[src/rtl/complex_pkg.sv]
// complex_pkg
//   Shared constants and types for the complex multiplier datapath.
//   DATA_W      : operand component width (signed)
//   OUT_W       : result component width (signed), 2*DATA_W
//   SUM_W       : width at which sums/differences of products are formed
//   OUT_MAX/MIN : saturation bounds of an OUT_W signed result
package complex_pkg;

    localparam int DATA_W = 8;
    localparam int OUT_W  = 2 * DATA_W;
    localparam int SUM_W  = 2 * DATA_W + 1;

    localparam logic signed [OUT_W-1:0] OUT_MAX = {1'b0, {(OUT_W-1){1'b1}}};
    localparam logic signed [OUT_W-1:0] OUT_MIN = {1'b1, {(OUT_W-1){1'b0}}};

    typedef struct packed {
        logic signed [DATA_W-1:0] re;
        logic signed [DATA_W-1:0] im;
    } cplx_in_t;

    typedef struct packed {
        logic signed [OUT_W-1:0] re;
        logic signed [OUT_W-1:0] im;
    } cplx_out_t;

endpackage

[src/rtl/cplx_sat_add.sv]
// cplx_sat_add
//   Combinational signed add/subtract of two SUM_W operands, saturated to OUT_W.
//   a_i   : signed SUM_W left operand
//   b_i   : signed SUM_W right operand
//   sub_i : 1 = a_i - b_i, 0 = a_i + b_i
//   y_o   : signed OUT_W saturated result
module cplx_sat_add
    import complex_pkg::*;
(
    input  logic signed [SUM_W-1:0] a_i,
    input  logic signed [SUM_W-1:0] b_i,
    input  logic                    sub_i,
    output logic signed [OUT_W-1:0] y_o
);

    logic signed [SUM_W-1:0] sum;

    // Operands are sign-extended OUT_W products, so the SUM_W result never wraps.
    always_comb begin
        sum = sub_i ? (a_i - b_i) : (a_i + b_i);
        if (sum > SUM_W'(OUT_MAX)) begin
            y_o = OUT_MAX;
        end else if (sum < SUM_W'(OUT_MIN)) begin
            y_o = OUT_MIN;
        end else begin
            y_o = sum[OUT_W-1:0];
        end
    end

endmodule

[src/rtl/complex_multiplier.sv]
// complex_multiplier
//   Two-stage pipelined signed complex multiply z = a * b with held outputs.
//   Stage 1 registers the four partial products, stage 2 registers the
//   saturated real/imag sums. Latency 2, throughput 1 per cycle, no stall.
//   clk        : rising-edge clock
//   rst_n      : asynchronous active-low reset
//   a_real/imag: signed operand a
//   b_real/imag: signed operand b
//   data_valid : bit0 qualifies operands; bit1 is reserved and ignored
//   z_real/imag: signed result, held until the next valid result
//   z_valid    : one-cycle pulse when z_real/z_imag update
module complex_multiplier
    import complex_pkg::*;
(
    input  logic                     clk,
    input  logic                     rst_n,
    input  logic signed [DATA_W-1:0] a_real,
    input  logic signed [DATA_W-1:0] a_imag,
    input  logic signed [DATA_W-1:0] b_real,
    input  logic signed [DATA_W-1:0] b_imag,
    input  logic [1:0]               data_valid,
    output logic signed [OUT_W-1:0]  z_real,
    output logic signed [OUT_W-1:0]  z_imag,
    output logic                     z_valid
);

    cplx_in_t  a_op, b_op;
    cplx_out_t z_d, z_q;

    logic signed [OUT_W-1:0] p_rr_d, p_ii_d, p_ri_d, p_ir_d;
    logic signed [OUT_W-1:0] p_rr_q, p_ii_q, p_ri_q, p_ir_q;
    logic                    s1_vld_q, z_vld_q;
    logic signed [OUT_W-1:0] sum_re, sum_im;
    logic                    dv_rsvd_unused;

    assign dv_rsvd_unused = data_valid[1];

    assign a_op = '{re: a_real, im: a_imag};
    assign b_op = '{re: b_real, im: b_imag};

    // Widen first so each product is a full OUT_W signed multiply.
    always_comb begin
        p_rr_d = OUT_W'(a_op.re) * OUT_W'(b_op.re);
        p_ii_d = OUT_W'(a_op.im) * OUT_W'(b_op.im);
        p_ri_d = OUT_W'(a_op.re) * OUT_W'(b_op.im);
        p_ir_d = OUT_W'(a_op.im) * OUT_W'(b_op.re);
    end

    // Stage 1: products only load on a valid strobe; the flag tracks the strobe.
    always_ff @(posedge clk or negedge rst_n) begin
        if (!rst_n) begin
            p_rr_q   <= '0;
            p_ii_q   <= '0;
            p_ri_q   <= '0;
            p_ir_q   <= '0;
            s1_vld_q <= 1'b0;
        end else begin
            s1_vld_q <= data_valid[0];
            if (data_valid[0]) begin
                p_rr_q <= p_rr_d;
                p_ii_q <= p_ii_d;
                p_ri_q <= p_ri_d;
                p_ir_q <= p_ir_d;
            end
        end
    end

    cplx_sat_add u_sat_re (
        .a_i   (SUM_W'(p_rr_q)),
        .b_i   (SUM_W'(p_ii_q)),
        .sub_i (1'b1),
        .y_o   (sum_re)
    );

    cplx_sat_add u_sat_im (
        .a_i   (SUM_W'(p_ri_q)),
        .b_i   (SUM_W'(p_ir_q)),
        .sub_i (1'b0),
        .y_o   (sum_im)
    );

    assign z_d = '{re: sum_re, im: sum_im};

    // Stage 2: outputs hold between results.
    always_ff @(posedge clk or negedge rst_n) begin
        if (!rst_n) begin
            z_q     <= '0;
            z_vld_q <= 1'b0;
        end else begin
            z_vld_q <= s1_vld_q;
            if (s1_vld_q) begin
                z_q <= z_d;
            end
        end
    end

    assign z_real  = z_q.re;
    assign z_imag  = z_q.im;
    assign z_valid = z_vld_q;

endmodule

[config.mk]
export PLATFORM = sky130hd
export DESIGN_NAME = complex_multiplier
export DESIGN_NICKNAME = d
export VERILOG_FILES = /design/src/rtl/complex_pkg.sv /design/src/rtl/cplx_sat_add.sv /design/src/rtl/complex_multiplier.sv
export SDC_FILE = /design/constraint.sdc
export NUM_CORES = 1
export LEC_CHECK = 0
export ABC_AREA = 1
export BUFFER_PORTS_ARGS = -buffer_cell sky130_fd_sc_hd__buf_4
export CAP_MARGIN = 20
export CORE_ASPECT_RATIO = 1.25
export CORE_UTILIZATION = 41
export CTS_CLUSTER_SIZE = 20
export DETAILED_ROUTE_END_ITERATION = 8
export PLACE_DENSITY = 0.63
export SYNTH_ARGS = -nofsm -noshare
export SYNTH_HDL_FRONTEND = slang
export SYNTH_HIERARCHICAL = 1
export SYNTH_SLANG_ARGS = --single-unit
[constraint.sdc]
create_clock -name clk -period 2.7 [get_ports clk]
set_clock_uncertainty 0.1 [all_clocks]
set_input_delay 0.54 -clock clk [delete_from_list [all_inputs] [get_ports clk]]
set_output_delay 0.54 -clock clk [all_outputs]
set_load 0.01 [all_outputs]
; ---- Yosys cells after proc, flatten, opt, wreduce, memory -nomap -nowiden
; Cells that the tools add are included.
[word_totals]
regBits = 98
latch_bits = 0
mem_bits_rw = 0
rom_bits = 0
inputBits = 36
output_inout_bits = 33
word_cells = 22
n_memories = 0
[classes]
add_sub_neg = 2
n_mul = 4
div_mod_pow = 0
order_cmp = 4
n_eq_ne = 0
n_shift = 0
mux = 4
bitwise_logic = 0
n_reduce_logical = 0
[op_table]
columns = op, n
row1 = $mul 8x8->16, 4
row2 = $mux 16, 4
row3 = $gt 17x16->1 const B, 2
row4 = $lt 17x16->1 const B, 2
row5 = $add 16x16->17, 1
row6 = $sub 16x16->17, 1

; ---- Logic depth before layout (Yosys ltp)
[depth]
word_depth = 4
ltp_mapped = 24
mapped_depth_nobuf = 22

; ---- Hierarchy
; Netlist, hierarchy kept.
[modules_own_cells]
columns = mod, n_inst, cells_per_inst, area_per_inst_um2, seq_area_each_um2
row1 = complex_multiplier, 1, 1879, 14436.3, 2452.4
row2 = cplx_sat_add, 2, 279, 1601.5, 0.0

; ---- Worst setup path after synthesis
; OpenSTA, ideal clock, no wires.
[synth_path]
kind = input to register
start = in b_real[3]
end = reg p_rr_q[15]
setup_time_ps = 117
arrival_ps = 4368
t_required_ps = 2483
slack_ps = -1886
stages = 20
n_path_buf = 2
cell_sequence = clkbuf_1 clkbuf_1 nand2_1 inv_1 fa_1 inv_1 fa_1 inv_1 fa_1 inv_1 fa_1 inv_1 ha_1 nand2_1 nor2_1 nand3_1 nand3_1 nand3_1 nand3_1 nand2_1
[synth_between]
elab_chain_cells = 1
[synth_rtl]
columns = element, line_no
row1 = "start, declared", complex_multiplier.sv:19  ; input logic signed [DATA_W-1:0] b_real,
row2 = $mul 8x8->16, complex_multiplier.sv:43  ; p_rr_d = OUT_W'(a_op.re) * OUT_W'(b_op.re);
row3 = "end signal, assigned", complex_multiplier.sv:60  ; p_rr_q <= p_rr_d;
row4 = "end, declared", complex_multiplier.sv:31  ; logic signed [OUT_W-1:0] p_rr_q, p_ii_q, p_ri_q, p_ir_q;
; Every way passes these cells.
; A chain may end at the register's enable or synchronous reset.

; ---- Worst setup path in the final report
[layout_path]
start = in b_real[2]
end = reg p_ir_q[11]
[layout_between]
elab_chain_cells = 1
[layout_rtl]
columns = element, line_no
row1 = $mul 8x8->16, complex_multiplier.sv:46  ; p_ir_d = OUT_W'(a_op.im) * OUT_W'(b_op.re);
row2 = "end signal, assigned", complex_multiplier.sv:63  ; p_ir_q <= p_ir_d;
row3 = "end, declared", complex_multiplier.sv:31
; Every way passes these cells.

==> metrics <==
status=finished with violations; failing checks=negative setup slack; endpoints failing setup=62; initial DRC count=644; Synth Register Bits=98; die area=43900 um2; final core utilization=57.8%; Clk pwr share=4.2%; register clock-pin slew on the reported worst setup and hold paths=70 ps; antenna-violating nets left=0; vias in the first global route=15700; mean post-synth cell area=7.24 um2; final wirelength=46200 um; initial antenna violation count=0; CP required=2860 ps; Flop pwr share=8.4%; PwrDens=1330 nW/um2; largest net degree at the start of global routing=50; layout cell share with drive strength beyond 1=37.2%; final worst slack=-1210 ps; worst-path cell chain=buf_12, buf_8, nand2_2, inv_2, fa_1, inv_1, fa_1, inv_2, fa_1, inv_2, fa_1, inv_2, ha_4, nand2_4, buf_6, o21ai_4, nand2_1, nand2_1, nand2_1, nand3_2, nand2_1; fillers=3806; post-route minimum period=3910 ps; total CTS buffers=9; crit path DAT=4070 ps; Synth cell types=43; simple-gate portion of the synthesized area=24.2%; Placer Congestion=0.875; Wirelength per Cell=13.9 um; port bufs=67; Post-synth EDFFs=0; antenna diode count=0; worst setup path class=input port to flip-flop; clock tree buffer depth=2; total power=32.4 mW; mux cell area share after synthesis=2.04%; 1st-pass router iterations=4; maximum VDD drop=842 uV; most common cell after layout, fill and taps aside=nand2_1; DRC Markers=0; Compound-Gate Fraction of Synth Area=4.28%; Logic pwr share=87.4%; clk root buf=clkbuf_16; XOR/XNOR share of the synthesized area=3.77%; Gate Count Post-Synth=2437; sequential element share of the synthesized area=13.9%; clk_lat worst skew=370 ps; Max Cap Viol=0; core area=42300 um2; crit end category=flip-flop; Stages on worst setup path=21; prevailing post-synth register cell=dfrtp_1; CTS sink cnt=98; synthesized area=17600 um2; count of final max-slew check failures=0; Ports=69; Switch Pwr=15.9 mW; smallest hold slack=46.7 ps; internal power=16.5 mW; Starting Density=41.7%; routed via count=15500; final net count=3172; Max-slew headroom=56.7%; P_leak=13.4 nW; Startpoint Class=input port; leading cell types in the layout, fill and taps excluded=563 x nand2_1, 514 x inv_1, 273 x buf_4, 197 x fa_1, 131 x nand2_2; unrepaired setup endpoints after global routing=yes; Top delay family on crit path=adder cells; HP Class=input port to asynchronous set/reset pin; HPWL after DPL=36600 um; fin crit share=145%; R2R cell count=20; largest family of logic cells by synthesized area=adder cells; Max stage delay on crit path=530 ps; die width=188 um; vias per cell=4.66; H-tree depth=3; first-pass GRT wire length=76600 um; Async SR Flop Fraction=100%; WP buf/inv=8; adder-cell share of the synthesized area=35.8%; DIE HEIGHT=234 um; CP max stage cell=fa_1; GRT Util Overall=21.6%; Yosys warning count=6; final hold vios=0; switching share of power=49.2%; Max Clk Rate=256 MHz; Syn-to-layout area delta=38.5%; critical-path maximum fanout=6; FP Rows=84; total gr overflow=0; CTS tree=built; worst-margin pin slew=650 ps
[worst reg2reg max path: stages, from the launching register on]
cell and delay [ps]:
dfrtp_1 390, inv_2 100, nand4_1 140, nor2_1 160
nand2_1 110, nand2_2 110, o21ai_2 70, xor2_1 200
inv_1 100, ha_4 310, nand2_2 80, nor2_4 100
and3_4 180, nand2_2 60, nand2_4 100, inv_4 60
nand2_4 90, nand3_4 150, nand2_2 100, nand2_2 40
mux2_4 250
[layout make-up]
type                    instances  area [um2]  area share, %
multi-input cells            1615       14800           60.8
repair buffers                387        3640           14.9
inverters                     653        2490           10.2
flip-flops and latches         98        2450           10.0
well taps                     559         699           2.86
clock buffers                  11         243          0.994
clock inverters                 5        61.3          0.251
[repair_timing]
item | in CTS | in global routing
buffers inserted | 44 | 18
cloned | 5 | 1
resized for setup | 334 | 228
setup endpoints to repair | 65 | 79
endpoints found under the hold margin | 0 | 0
hold buffers | 0 | 0
pin swaps | 227 | 184
[layer usage]
metal / vias up / part of all wire (%) / track usage, %
li1: 7776 / - / -
met1: 7426 / 44 / 27.9
met2: 242 / 50 / 38.6
met3: 62 / 2.7 / 1.32
met4: 0 / 3.3 / 7.34
met5: - / 0 / 0
[Yosys cell counts, types with 8 or more instances]
master    instances  area (um2)
nand2_2          55         344
buf_2             9        45.0
clkbuf_1         63         236
nor2_1          109         409
xor2_1           43         377
nand3_1          81         405
fa_1            222        4440
nand2_4           8        90.1
o21bai_1          8        60.1
xnor2_1          33         289
o21ai_0          34         170
inv_1           647        2430
mux2_2           30         338
dfrtp_1          98        2450
o21ai_1           8        40.0
a21oi_1          52         260
ha_1            150        1880
a31oi_1          10        62.6
nand4_1          15        93.8
nand2_1         684        2570
[power groups by stage]
stage	registers, mW	logic (mW)	clock network [mW]
6_report	2.72	28.3	1.35
5_1_grt	2.81	31.3	1.44
4_1_cts	2.70	26.4	1.40
3_5_place_dp	2.72	23.5	0
3_3_place_gp	2.71	23.1	0
2_1_floorplan	2.75	16.8	0
[final timing paths]
kind                                       start                      to  slack (ps)
max reg2reg                p_ir_q[0]$_DFFE_PN0P_  z_imag[10]$_DFFE_PN0P_        -450
min                                        rst_n  z_real[11]$_DFFE_PN0P_          50
min in group clk           p_ri_q[3]$_DFFE_PN0P_   p_ri_q[3]$_DFFE_PN0P_         380
max                                    b_real[2]  p_ir_q[11]$_DFFE_PN0P_       -1210
max in group asynchronous                  rst_n  p_ii_q[12]$_DFFE_PN0P_        1740
min reg2reg                p_ri_q[3]$_DFFE_PN0P_   p_ri_q[3]$_DFFE_PN0P_         380
[per-stage QoR]
stage / worst slack (ps) / cell area [um2] / std cells / setup TNS [ps]
6_report: -1210 / 24400 / 3328 / -50820
5_1_grt: -1360 / 24400 / 3328 / -60770
4_1_cts: -1190 / 23400 / 3313 / -50560
3_5_place_dp: -1840 / 21600 / 3249 / -80730
3_3_place_gp: -1820 / 21600 / 3249 / -78210
2_1_floorplan: -1440 / 19200 / 2439 / -55030
[state kept, by name (all words and copies together) (netlist names)]
signal	flops
z_real	16
z_valid	1
p_rr_q	16
s1_vld_q	1
z_imag	16
p_ir_q	16
p_ri_q	16
p_ii_q	16
[kinds of logic (layout without fill, tap and decap cells)]
logic type / Yosys count / in the layout
AO/OA/AOI/OAI: 131 / 131
XOR/XNOR: 76 / 76
adder cells (fa/ha/maj): 372 / 372
buffers and inverters: 730 / 1056
flip-flops: 98 / 98
multiplexers: 32 / 32
other: 2 / 4
AND/OR/NAND/NOR: 996 / 1000
(Power assumes the default switching activity.)
